===== src/rtl/fetch_queue.sv =====
// Fetch queue: owns the fetch PC, issues one request at a time to the fetcher and
// buffers returned {pc, instr} pairs in a circular FIFO for the decoder. DEPTH must be a power of 2, >= 2.
module fetch_queue #(
  parameter int                DATA_W   = 32,
  parameter int                DEPTH    = 8,
  parameter logic [DATA_W-1:0] RESET_PC = 32'h0000_0060
) (
  input  logic                     clk,
  input  logic                     rst,
  output logic                     fetch_req,
  output logic [DATA_W-1:0]        fetch_pc,
  input  logic                     fetch_rdy,
  input  logic [DATA_W-1:0]        fetch_instr,
  input  logic                     flush,
  input  logic [DATA_W-1:0]        flush_pc,
  input  logic                     deq,
  output logic                     valid,
  output logic [DATA_W-1:0]        instr_out,
  output logic [DATA_W-1:0]        pc_out,
  output logic                     full,
  output logic                     empty,
  output logic [$clog2(DEPTH):0]   count
);

  localparam int AW = $clog2(DEPTH);
  localparam int CW = AW + 1;
  localparam logic [CW-1:0] DEPTH_C = CW'(DEPTH);
  localparam logic [CW-1:0] CNT_ONE = CW'(1);
  localparam logic [AW-1:0] PTR_ONE = AW'(1);

  typedef enum logic [1:0] {
    S_IDLE,
    S_REQ,
    S_DISCARD
  } state_t;

  state_t              r_state;
  state_t              w_state_nxt;
  logic [DATA_W-1:0]   r_pc;
  logic [DATA_W-1:0]   w_pc_nxt;
  logic [DATA_W-1:0]   r_req_pc;
  logic [DATA_W-1:0]   w_req_pc_nxt;
  logic [AW-1:0]       r_head;
  logic [AW-1:0]       r_tail;
  logic [CW-1:0]       r_count;
  logic [CW-1:0]       w_count_nxt;
  logic                w_enq;
  logic                w_pop;
  logic [DATA_W-1:0]   r_instr_mem [DEPTH];
  logic [DATA_W-1:0]   r_pc_mem    [DEPTH];

  // Sequential fetch address; wraps modulo 2^DATA_W.
  function automatic logic [DATA_W-1:0] pc_inc(input logic [DATA_W-1:0] pc);
    return pc + DATA_W'(4);
  endfunction

  always_comb begin
    w_enq       = (r_state == S_REQ) && fetch_rdy && !flush;
    w_pop       = deq && (r_count != '0) && !flush;
    w_count_nxt = r_count;
    if (flush)
      w_count_nxt = '0;
    else if (w_enq && !w_pop)
      w_count_nxt = r_count + CNT_ONE;
    else if (!w_enq && w_pop)
      w_count_nxt = r_count - CNT_ONE;
  end

  always_comb begin
    w_state_nxt  = r_state;
    w_pc_nxt     = r_pc;
    w_req_pc_nxt = r_req_pc;
    case (r_state)
      S_IDLE: begin
        if (flush) begin
          w_pc_nxt = flush_pc;
        end else if (r_count < DEPTH_C) begin
          w_req_pc_nxt = r_pc;
          w_state_nxt  = S_REQ;
        end
      end
      S_REQ: begin
        if (fetch_rdy) begin
          if (flush) begin
            w_pc_nxt    = flush_pc;
            w_state_nxt = S_IDLE;
          end else begin
            w_pc_nxt = pc_inc(r_req_pc);
            if (w_count_nxt < DEPTH_C)
              w_req_pc_nxt = pc_inc(r_req_pc);
            else
              w_state_nxt = S_IDLE;
          end
        end else if (flush) begin
          // The fetcher still owes a response; keep the request up and drop it on arrival.
          w_pc_nxt    = flush_pc;
          w_state_nxt = S_DISCARD;
        end
      end
      S_DISCARD: begin
        if (flush)
          w_pc_nxt = flush_pc;
        if (fetch_rdy)
          w_state_nxt = S_IDLE;
      end
      default: w_state_nxt = S_IDLE;
    endcase
  end

  always_ff @(posedge clk or posedge rst) begin
    if (rst) begin
      r_state  <= S_IDLE;
      r_pc     <= RESET_PC;
      r_req_pc <= RESET_PC;
      r_head   <= '0;
      r_tail   <= '0;
      r_count  <= '0;
    end else begin
      r_state  <= w_state_nxt;
      r_pc     <= w_pc_nxt;
      r_req_pc <= w_req_pc_nxt;
      r_count  <= w_count_nxt;
      if (flush) begin
        r_head <= '0;
        r_tail <= '0;
      end else begin
        if (w_enq)
          r_tail <= r_tail + PTR_ONE;
        if (w_pop)
          r_head <= r_head + PTR_ONE;
      end
    end
  end

  // FIFO storage carries data only, so it is left out of reset.
  always_ff @(posedge clk) begin
    if (w_enq) begin
      r_instr_mem[r_tail] <= fetch_instr;
      r_pc_mem[r_tail]    <= r_req_pc;
    end
  end

  assign fetch_req = (r_state != S_IDLE);
  assign fetch_pc  = r_req_pc;
  assign count     = r_count;
  assign empty     = (r_count == '0);
  assign full      = (r_count == DEPTH_C);
  assign valid     = !empty;
  assign instr_out = r_instr_mem[r_head];
  assign pc_out    = r_pc_mem[r_head];

endmodule


===== config.mk =====
export PLATFORM = sky130hd
export DESIGN_NAME = fetch_queue
export DESIGN_NICKNAME = d
export VERILOG_FILES = /design/src/rtl/fetch_queue.sv
export SDC_FILE = /design/constraint.sdc
export NUM_CORES = 1
export LEC_CHECK = 0
export ABC_AREA = 1
export CAP_MARGIN = 20
export CORE_UTILIZATION = 40
export CTS_CLUSTER_DIAMETER = 80
export CTS_CLUSTER_SIZE = 20
export DETAILED_ROUTE_END_ITERATION = 7
export GPL_TIMING_DRIVEN = 0
export PLACE_DENSITY = 0.6
export SYNTH_ARGS = -nofsm -noshare
export SYNTH_HDL_FRONTEND = slang
export SYNTH_SLANG_ARGS = --single-unit

===== constraint.sdc =====
create_clock -name clk -period 12 [get_ports clk]
set_input_delay 2.4 -clock clk [delete_from_list [all_inputs] [get_ports clk]]
set_output_delay 2.4 -clock clk [all_outputs]
set_load 0.01 [all_outputs]

Word level (Yosys, flattened, before mapping)

Memory sizes are Yosys's and may differ from the RTL's.
Index checks and enable logic that the tools add are counted.

Memories: 2
Flip-flop bits (word level): 76
Input port bits: 69
Memory bits (writable): 512
Output and inout port bits: 104
Logic and storage cells: 74

Memory list:

| memory      | words | bits a word | read ports | clocked after Yosys merged registers in | wr ports | line | RTL |
|---|---|---|---|---|---|---|---|
| r_instr_mem | 8     | 32          | 1          | 0                                       | 1        | 49   | `logic [DATA_W-1:0] r_instr_mem [DEPTH];` |
| r_pc_mem    | 8     | 32          | 1          | 0                                       | 1        | 50   | `logic [DATA_W-1:0] r_pc_mem [DEPTH];` |

Eq/ne operators: 11
Reductions and logical operators: 21
$add $sub $neg: 5
Mux-type cells: 27
Magnitude comparators: 2

Operator list:

| kind                  | number |
|---|---|
| $mux 32               | 8 |
| $pmux 32 s2           | 2 |
| $add 32x3->32 const B | 1 |
| $mux 2                | 7 |
| $mux 3                | 4 |
| $mux 4                | 3 |
| $ne 2x2->1 const B    | 5 |
| $reduce_bool 2->1     | 5 |
| $lt 4x4->1 const B    | 2 |
| $add 3x1->3 const B   | 2 |
| $logic_and 1x1->1     | 6 |
| $ne 3x3->1 const B    | 2 |
| $pmux 2 s3            | 1 |
| $reduce_and 6->1      | 1 |
| $reduce_and 5->1      | 1 |
| $add 4x1->4 const B   | 1 |
| $eq 4x4->1 const B    | 1 |
| $logic_not 1->1       | 4 |
| $logic_not 4->1       | 1 |
| $reduce_bool 4->1     | 1 |
| $sub 4x1->4 const B   | 1 |
| $eq 2x1->1 const B    | 1 |
| $eq 2x2->1 const B    | 1 |
| $logic_not 2->1       | 1 |
| other kinds (3)       | 4 |

Longest topological paths before layout

Word-level depth: 13
Mapped depth: 13

Worst setup path before layout

Ideal clock, no wire load.

Path kind: input-to-reg
Start: input port flush
End: memory r_instr_mem[0][0], enable pin
Setup slack: 5874 ps
Arrival: 5639 ps
Library setup time: 486 ps
Stages on the path: 6
Data required time: 11514 ps
Path through: buf_2 inv_2 nand2_2 nor2_4 nand2_1 nor2_1

Longest elaborated chain between the ends: 4

Ends and longest elaborated chain:

| what                         | line | RTL |
|---|---|---|
| from (decl)                  | 14   | `input logic flush,` |
| $logic_not 1->1              | 58   | `w_enq = (r_state == S_REQ) && fetch_rdy && !flush;` |
| $logic_and 1x1->1            | 58   |  |
| $mux 1                       | 137  | `if (w_enq) begin` |
| $mux 1 (implied by the code) | 138  | `r_instr_mem[r_tail] <= fetch_instr;` |
| to (decl)                    | 49   |  |

No other way between the ends.

Worst setup path in the final report

Start: register r_head[0]
End: output port pc_out[17]

Longest elaborated chain between the ends: 1

Ends and longest elaborated chain:

| what                   | line | RTL |
|---|---|---|
| from (decl)            | 43   | `logic [AW-1:0] r_head;` |
| from (signal assigned) | 130  | `r_head <= r_head + PTR_ONE;` |
| $mem_v2 8x32           | -    |  |
| to (decl)              | 19   | `output logic [DATA_W-1:0] pc_out,` |

No other way between the ends.

==> results.toml <==
[logic_synthesis]
post_synth_most_frequent_cells = "534 x nor2_1, 512 x edfxtp_1, 315 x nand2_1"
netlist-cell-type-count = 44
post-synth-top-area-fraction_pct = 62.92
syn_area_per_cell_sq_um = 11.18
yosysSeqAreaShare_pct = 70.72
synthDominantAreaCellType = "edfxtp_1"
number_of_instances_in_the_synthesized_netlist = 2185
postSynthRegisterBits = 588
synth_async_sr_flop_share_pct = 12.93
syn_nets = 2259
synthesis.area_sq_um = 24440
synth_top_flop_cell = "edfxtp_1"
yosys-top-cells-area = "edfxtp_1 63%, nor2_1 8.2%, dfrtp_1 7.4%, o21ai_0 6.0%, nand2_1 4.8%"
synth-edff-count = 512
count_leader_synth = "nor2_1"
synth_warnings = 0

[floorplan]
number_of_rows_created_at_floorplan = 90
starting_density_of_the_core_pct = 40.49
die_w_um = 249.2
core_area_sq_um = 60360
ioPinCount = 173
chipHeight_um = 249.2
floorplan.die_area_sq_um = 62080

[worst_setup_path]
critical_path.startpoint_type = "flop"
worst_setup_path_endpoint = "pc_out[17]"
worst-path-max-fanout = 10
crit_required_ns = 9.60
worst_ep_arrival_ns = 4.31
regToRegEndpoint = "r_instr_mem[0][26]$_DFFE_PP_"
critical_path.reg2reg.startpoint = "r_state[1]$_DFFE_PP0P_"
setup.worst_path.start = "r_head[0]$_DFFE_PP0P_"
crit_path_end_kind = "primary output"
rrSetupSlack_ns = 9.23
critical-path-max-stage-delay_ns = 0.65
crit_type = "reg2out"
timing.critical_path.slowest_stage_cell = "clkdlybuf4s50_1"
cp_cell_sequence = "inv_1 > buf_2 > buf_2 > clkbuf_1 > nor2_1 > o22ai_1 > nor2_1 > a31oi_1 > clkdlybuf4s50_1"
worst_case_reg_to_reg_path_depth = 7

[drt]
routed_wire_length_per_instance_um = 20.99
wl_met1_mm = 29.06
top_layer_used = "met4"
antenna_violating_nets_post_route = 0
detailedRoute.firstPassIterationCount = 7
drt-initial-drc-count = 1496
drt-total-wl_mm = 67.41
met3WireLength_mm = 4.227
post_drt_via_cell_ratio = 5.341
dr_total_vias = 17151
routed-wl-met2_mm = 32.58
post-route-drc-count = 0

[timing]
finalSetupViolCount = 0
setup_repair_after_global_routing_missed_its_margin = "false"
tightest_slew_ns = 0.9580
fin_skew_ns = 0.01781
finalWorstPathRequiredPeriod_ns = 6.715
finalHoldViolCount = 0
highest_attainable_clock_frequency_mhz = 148.9
final.period_utilization_pct = 55.96
fin_setup_tns_ns = 0
worst_case_headroom_to_the_max_slew_limit_pct = 36.13
final_max_slew_viol_count = 0

[cts]
hold_buffers = 0
cts_buffer_depth = 3
clkSinkCount = 588
cts.root.buffer_cell = "clkbuf_16"
ctsHtreeMaxLevel = 2
clk_pin_slew_worst_paths_ns = 0.08
insertion_delay_ns = 0.58
gates_resized_cts_repair = 0
cts_tree = "done"
post_cts_buffers = 0
cts_buffers = 37

[pwr]
peakVddDrop_mv = 0.1165
p_leak_nw = 9.983
finalPower_mw = 5.962
p_per_area_nw_per_um2 = 207.5

[worst_hold_path]
hold_path.startpoint = "r_pc[17]$_DFFE_PP0P_"
min-delay-path-class = "reg2reg"

[layout]
final_nets = 2487
final_core_util_pct = 47.61
post_layout_nonfiller_instances = 3211
area_delta_synth_final_pct = 17.60
n_fill_cell = 5453
antenna_cells = 0
layout-drive-gt1-share_pct = 4.981

[global_route]
grt_antenna_before_repair = 0
gr-usage-all-layers_pct = 21.48
grt_pass1_wl_mm = 101.6
grt_remaining_overflow = 0
maximum_number_of_pins_on_one_net_before_global_route_repair = 60
first_global_vias = 16750

[placed_design]
post-place-cells = 3156
buffer_ports.inserted = 171
dp_hpwl_mm = 45.61
gp_congestion = 0.8687

[run]
max_cap_violations = 0

[status]
run_status = "finished, final reports clean"
per-layer routing:
| metal | GRT usage (%) | vias to the layer above |
|---|---|---|
| met4 | 5.626 | 0 |
| met5 | 0 | - |
| met3 | 3.323 | 85 |
| met1 | 29.11 | 8332 |
| li1 | - | 8126 |
| met2 | 36.03 | 608 |
how the worst min path moves through the flow:
stage / endpoint / slack, ns / cells after the start
2_1_floorplan: r_pc[11]$_DFFE_PP0P_ / 0.45 / 2
3_3_place_gp: r_pc[11]$_DFFE_PP0P_ / 0.46 / 2
3_5_place_dp: r_pc[17]$_DFFE_PP0P_ / 0.47 / 2
4_1_cts: r_pc[17]$_DFFE_PP0P_ / 0.49 / 2
5_1_grt: r_pc[18]$_DFFE_PP0P_ / 0.53 / 2
6_report: r_pc[17]$_DFFE_PP0P_ / 0.49 / 2
stage by stage:
step	instance area (sq um)	setup slack, ns	hold slack, ns
detailed placement	27600	5.915	0.4673
CTS	28740	5.260	0.4890
global route	28740	5.024	0.5284
global placement	27130	2.609	0.4610
finish	28740	5.285	0.4868
floorplan	24440	5.874	0.4479
cell usage in the layout (no fill, tap or decap), types with 2 or more instances in the layout:
master,n
o21ai_0,294
nand3_2,2
buf_4,4
a31oi_1,68
a21oi_1,25
ha_1,5
nand3b_1,9
inv_6,2
o21ai_1,13
inv_1,52
a32oi_1,2
clkdlybuf4s50_1,171
buf_2,22
or2_2,4
xnor2_1,5
edfxtp_1,512
nor2_4,10
dfstp_2,4
nor3_1,2
o21a_1,2
clkbuf_1,86
buf_16,7
o22ai_1,72
inv_4,2
xor2_1,7
mux2i_1,6
buf_12,11
clkinv_2,2
o31ai_1,2
nand3_1,37
nor2_1,526
buf_1,15
dfrtp_1,72
nand2_1,315
clkbuf_16,40
nand2_2,2
cell families after synthesis:
logic type	share of synthesized area, %
xor gates and xnor gates	0.4301
buffers and inverters	2.949
adders and majority gates	0.2560
muxes	0.2458
DFF	70.72
AOI/OAI and AO/OA	10.88
and+or+nand+nor	14.52
worst max-delay path: cells and delay by family (launching register included):
kind / cells / cell delay [ns]
buf+inv: 5 / 2.40
compound gates: 2 / 0.64
flops: 1 / 0.53
simple gates: 2 / 0.15
cell type report:
type | instances | area [sq um] | area share [%]
Sequential cell | 588 | 17280 | 60.14
Buffer | 122 | 508.0 | 1.768
Clock buffer | 46 | 1023 | 3.562
Tap cell | 782 | 978.4 | 3.405
Timing Repair Buffer | 189 | 2125 | 7.393
Inverter | 56 | 215.2 | 0.7489
Clock inverter | 9 | 111.4 | 0.3875
Multi-Input combinational cell | 1419 | 6494 | 22.60
flip-flops by register name (all words and copies together) (netlist names):
name         count
r_instr_mem    256
r_pc_mem       256
fetch_pc        32
r_pc            32
count            4
r_head           3
r_tail           3
r_state          2
power breakdown:
part,switching (mW),internal [mW],leakage [nW],total (mW)
logic,1.14,0.728,3.85,1.87
registers,0.300,2.48,5.57,2.78
clock network,0.670,0.644,0.561,1.31
(Power assumes the default switching activity.)
